`src/rtl/cm_sort.sv`:
```
// cm_sort: pipelined stable odd-even transposition sorter for DCNT unsigned words.
// Latency: exactly REG_CNT cycles, one vector per cycle, back-to-back allowed.
// Backpressure: none; every cycle with i_vld=1 is accepted.
//
// Ports:
//   i_clk, i_rst        rising-edge clock, asynchronous active-high reset
//   i_vld, i_data       input vector strobe and packed words (element 0 = index 0)
//   o_vld, o_data       sorted words, o_data[0] smallest, registered
//   o_idx               original input index of each output word

package cm_pkg;
  // ceil(log2(n)), never less than 1
  function automatic int sclog2(input int n);
    int r;
    r = 1;
    while ((1 << r) < n) r++;
    return r;
  endfunction
endpackage

module cm_sort #(
  parameter  int DCNT      = 4,
  parameter  int DWIDTH    = 16,
  parameter  int REG_CNT   = 1,
  localparam int IDX_WIDTH = cm_pkg::sclog2(DCNT)
) (
  input  logic                               i_clk,
  input  logic                               i_rst,
  input  logic                               i_vld,
  input  logic [DCNT-1:0][DWIDTH-1:0]        i_data,
  output logic                               o_vld,
  output logic [DCNT-1:0][IDX_WIDTH-1:0]     o_idx,
  output logic [DCNT-1:0][DWIDTH-1:0]        o_data
);

  // Each lane carries {data, idx}; comparison looks only at the data field.
  localparam int LW = DWIDTH + IDX_WIDTH;
  typedef logic [DCNT-1:0][LW-1:0] vec_t;

  // One compare-exchange stage: pairs (j, j+1) with j of the same parity as s.
  // Strict '>' keeps equal words in input order, which makes the sort stable.
  function automatic vec_t cx_stage(input vec_t v, input int s);
    vec_t r;
    r = v;
    for (int j = 0; j < DCNT - 1; j++) begin
      if ((j % 2) == (s % 2)) begin
        if (v[j][LW-1:IDX_WIDTH] > v[j+1][LW-1:IDX_WIDTH]) begin
          r[j]   = v[j+1];
          r[j+1] = v[j];
        end
      end
    end
    return r;
  endfunction

  vec_t lane_init;

  always_comb begin
    lane_init = '0;
    for (int j = 0; j < DCNT; j++) begin
      lane_init[j] = {i_data[j], IDX_WIDTH'(j)};
    end
  end

  // Segment k holds comparator stages [LO, HI) followed by register k+1, so
  // register k+1 sits after stage ceil((k+1)*DCNT/REG_CNT). When REG_CNT
  // exceeds DCNT some segments are empty and act as plain delay registers.
  for (genvar k = 0; k < REG_CNT; k++) begin : g_seg
    localparam int LO = (k * DCNT + REG_CNT - 1) / REG_CNT;
    localparam int HI = ((k + 1) * DCNT + REG_CNT - 1) / REG_CNT;

    vec_t seg_in;
    vec_t seg_out;
    vec_t q;
    logic seg_vld;
    logic v;

    if (k == 0) begin : g_head
      assign seg_in  = lane_init;
      assign seg_vld = i_vld;
    end else begin : g_link
      assign seg_in  = g_seg[k-1].q;
      assign seg_vld = g_seg[k-1].v;
    end

    always_comb begin
      vec_t t;
      t = seg_in;
      for (int s = LO; s < HI; s++) begin
        t = cx_stage(t, s);
      end
      seg_out = t;
    end

    // Data only moves with a valid vector; otherwise it holds its last value.
    always_ff @(posedge i_clk or posedge i_rst) begin
      if (i_rst) begin
        v <= 1'b0;
        q <= '0;
      end else begin
        v <= seg_vld;
        if (seg_vld) begin
          q <= seg_out;
        end
      end
    end
  end

  assign o_vld = g_seg[REG_CNT-1].v;

  always_comb begin
    o_data = '0;
    o_idx  = '0;
    for (int j = 0; j < DCNT; j++) begin
      o_data[j] = g_seg[REG_CNT-1].q[j][LW-1:IDX_WIDTH];
      o_idx[j]  = g_seg[REG_CNT-1].q[j][IDX_WIDTH-1:0];
    end
  end

endmodule

```
`config.mk`:
```
export PLATFORM = sky130hd
export DESIGN_NAME = cm_sort
export DESIGN_NICKNAME = d
export VERILOG_FILES = /design/src/rtl/cm_sort.sv
export SDC_FILE = /design/constraint.sdc
export NUM_CORES = 1
export LEC_CHECK = 0
export BUFFER_PORTS_ARGS = -buffer_cell sky130_fd_sc_hd__buf_2
export CAP_MARGIN = 20
export CELL_PAD_IN_SITES_DETAIL_PLACEMENT = 0
export CELL_PAD_IN_SITES_GLOBAL_PLACEMENT = 1
export CORE_MARGIN = 3
export CORE_UTILIZATION = 46
export DETAILED_ROUTE_END_ITERATION = 12
export HOLD_SLACK_MARGIN = 0.08
export PLACE_DENSITY_LB_ADDON = 0.12
export SLEW_MARGIN = 30
export SYNTH_ARGS = -nofsm -noshare
export SYNTH_HDL_FRONTEND = slang
export SYNTH_SLANG_ARGS = --single-unit
```
`constraint.sdc`:
```
create_clock -name i_clk -period 6.1 [get_ports i_clk]
set_clock_uncertainty 0.2 [all_clocks]
set_input_delay 0.915 -clock i_clk [delete_from_list [all_inputs] [get_ports i_clk]]
set_output_delay 0.915 -clock i_clk [all_outputs]
set_load 0.02 [all_outputs]
```
==> flow_summary.toml <==
[sta]
setup_viol = 72
fmax_mhz = 99.92
timing.final.crit_share_pct = 164.1
setup_tns_ns = -193.11
rsz0062_at_grt = "true"
tightest_slew_ns = 0.8670
layout_min_cycle_time_ns = 10.01
hold_violations = 0
setup_ws_ns = -3.908
max-slew-margin-rel_pct = 42.20
whs_ns = 0.3182
slew_viol_final = 0

[worst_hold_path]
hold_class = "register to register"
holdPathStages = 1
hp-start = "o_idx[1]"

[layout]
num-fill-cells = 696
multi_input_area_mm2 = 0.006235
area_delta_synth_final_pct = 85.91
fin_area_mm2 = 0.01362
fin_nets = 1581
drive_gt1_share_pct = 58.23
final-seq-area_mm2 = 0.001827
instances_no_fill = 1638
antennaDiodeCount = 0

[clock_network]
postCtsHoldBufs = 0
numClockSinks = 73
htreeDepth = 3
clk_path_buf_depth = 2
clkLatencyLatePin_ns = 0.37
cts_tree = "built"
path_clk_slew_ns = 0.07
numCtsBuffers = 9
cts_root_buf = "clkbuf_16"

[yosys]
synth_cells = 854
ys_types = 63
syn-cell-area_mm2 = 0.007327
yosysSeqAreaShare_pct = 24.93
ys_ff_latch = 73
synth.avg_cell_area_um2 = 8.580
synthArstFlopShare_pct = 100.0
syn-num-nets = 1013
synth_edf_count = 0
synthFlopType = "dfrtp_1"
ys.warnings.count = 0

[critical_path]
critical_path_arrival_ns = 10.08
cpMostUsedCell = "o21a_1"
slowest_delay_ns = 0.38
rr_worst_depth = 1
critPathRequiredTime_ns = 6.18
ff2ff_setup_slack_ns = 4.94
end_kind = "register"
crit_slowest_cell = "nor4_4"
critPathKind = "input port to register"
critPathLaunchType = "input port"
crit_start = "i_data[22]"
r2r-start = "o_data[45]"
worstPathMaxFanout = 7

[placed_design]
gp_congestion = 0.9721
dp_cells = 1510
placedInstanceArea_mm2 = 0.01094
hpwl_um = 22550
portBuffers = 139

[outcome]
violations = "setup timing"
outcome = "finished, violations left"

[global_route]
grt_pass1_wl_um = 49060
grt_start_max_net_pins = 74
grt_pass1_vias = 9579
track_usage_pct = 34.83
grt.overflow.total = 0
antenna_found_initial = 0

[power]
internal_power_w = 0.003462
ir_worst_vdd_mv = 0.2709
comb_power_share_pct = 78.3
p_seq_share_pct = 13.4
power_switching_w = 0.003028
p_clk_share_pct = 8.4
power_density_mw_per_mm2 = 476.5
p_leak_nw = 6.761
switching_share_pct = 46.66

[routing]
drc = 0
vias_per_cell = 6.239
ant_nets = 0
drt_iter0_drc = 1261
wire_per_inst_um = 24.03
vias = 10220
dr.pass1.iters = 7
routed_wl_um = 39360

[floorplan]
core_area_mm2 = 0.01537
io_pins = 140
start_util_pct = 47.67
die_width_um = 132.2
die-area_mm2 = 0.01748
fp.dieH_um = 132.2
core.rowCount = 45

[flow_run]
maxCapViolations = 0
[synth_stat cells (4+ instances only)]
cell type,instances,share of area [%]
nand3_1,11,0.75
a221o_1,29,4.0
xnor2_1,4,0.48
a21oi_1,76,5.2
nand4_1,14,1.2
dfrtp_1,73,25
a21o_1,17,1.7
mux2i_1,110,15
buf_1,5,0.26
nand2_1,50,2.6
ha_1,92,16
inv_1,85,4.4
nand2b_1,7,0.60
mux2_2,20,3.1
and4_1,6,0.72
nor2_1,93,4.8
a31oi_1,6,0.51
clkbuf_1,28,1.4
and2_1,4,0.34
o2bb2ai_1,5,0.60
o21a_1,9,0.92
o21ai_0,37,2.5
nor2b_1,9,0.77
nor3_1,4,0.27
[sequential cells by signal (all words and copies together) (netlist names)]
signal and count:
o_data 64, o_vld 1, o_idx 8
[kinds of logic (layout without fill, tap and decap cells)]
family                   after synthesis  count (layout)  synth area share, %
AO/OA/AOI/OAI                        211             211                19.50
XOR/XNOR                               4               4               0.4781
adder cells (fa/ha/maj)               94              94                16.00
buffers and inverters                126             696                6.865
flip-flops                            73              73                24.93
multiplexers                         132             132                18.51
AND/OR/NAND/NOR                      214             217                13.71
[metrics by stage]
step / setup slack [ns] / util (%) / total power, W
floorplan: -3.032 / - / 0.002803
global placement: -3.307 / 71.15 / 0.004124
detailed placement: -3.584 / 71.15 / 0.004257
CTS: -2.722 / 81.87 / 0.005272
global route: -4.016 / 88.62 / 0.006686
finish: -3.908 / 88.62 / 0.006490
[cell usage in the layout (no fill, tap or decap), types with 10 or more instances in the layout]
cell type and instances:
ha_1 58, buf_4 395, a21oi_1 41, mux2_2 20, nor2_4 19, dfrtp_1 73, o21ai_1 14, mux2i_2 19
buf_2 118, a221o_1 29, inv_4 11, inv_1 60, ha_4 30, nand2_1 44, mux2i_1 75, nand3_1 10
a21o_1 17, clkbuf_16 11, inv_2 13, o21ai_0 17, buf_6 62, a21oi_2 26, nand4_1 14, mux2i_4 16
nor2_1 68
[layout make-up]
type,count,area share [%]
flip-flops and latches,73,13.41
well taps,211,1.938
inverters,85,2.599
clock inverters,7,0.4409
multi-input cells,658,45.77
repair buffers,595,34.19
clock buffers,9,1.653
[power groups by stage]
stage | clock network (W) | registers [W] | logic [W]
4_1_cts | 0.000525 | 0.000838 | 0.00391
2_1_floorplan | 0 | 0.00110 | 0.00171
3_3_place_gp | 0 | 0.000831 | 0.00329
6_report | 0.000542 | 0.000869 | 0.00508
5_1_grt | 0.000557 | 0.000881 | 0.00525
3_5_place_dp | 0 | 0.000843 | 0.00341
[worst max-delay path, delay by kind of cell]
kind / cells / cell delay, ns
buffers and inverters: 7 / 0.89
adders and majority gates: 4 / 1.05
muxes: 1 / 0.27
and+or+nand+nor: 15 / 2.35
AOI/OAI and AO/OA: 25 / 4.63
[routing by layer]
layer	track usage [%]	wire length [µm]	vias to the layer above
met3	5.687	3725	330
met5	0	0	-
met2	62.94	18310	875
li1	-	-	4237
met4	17.67	3502	0
met1	39.61	13820	4777
[worst paths after layout]
kind                              end
min in group asynchronous  o_data[37]
hold / removal               o_idx[1]
setup / recovery           o_data[45]
hold reg to reg              o_idx[1]
setup reg to reg           o_data[45]
max in group asynchronous  o_data[48]
[repair_timing]
action,CTS,global route
pin swaps,35,37
endpoints found under the setup margin,72,72
setup buffers,60,46
gates cloned,5,3
gates resized for setup,183,157
Power figures use the tool's default switching activity.
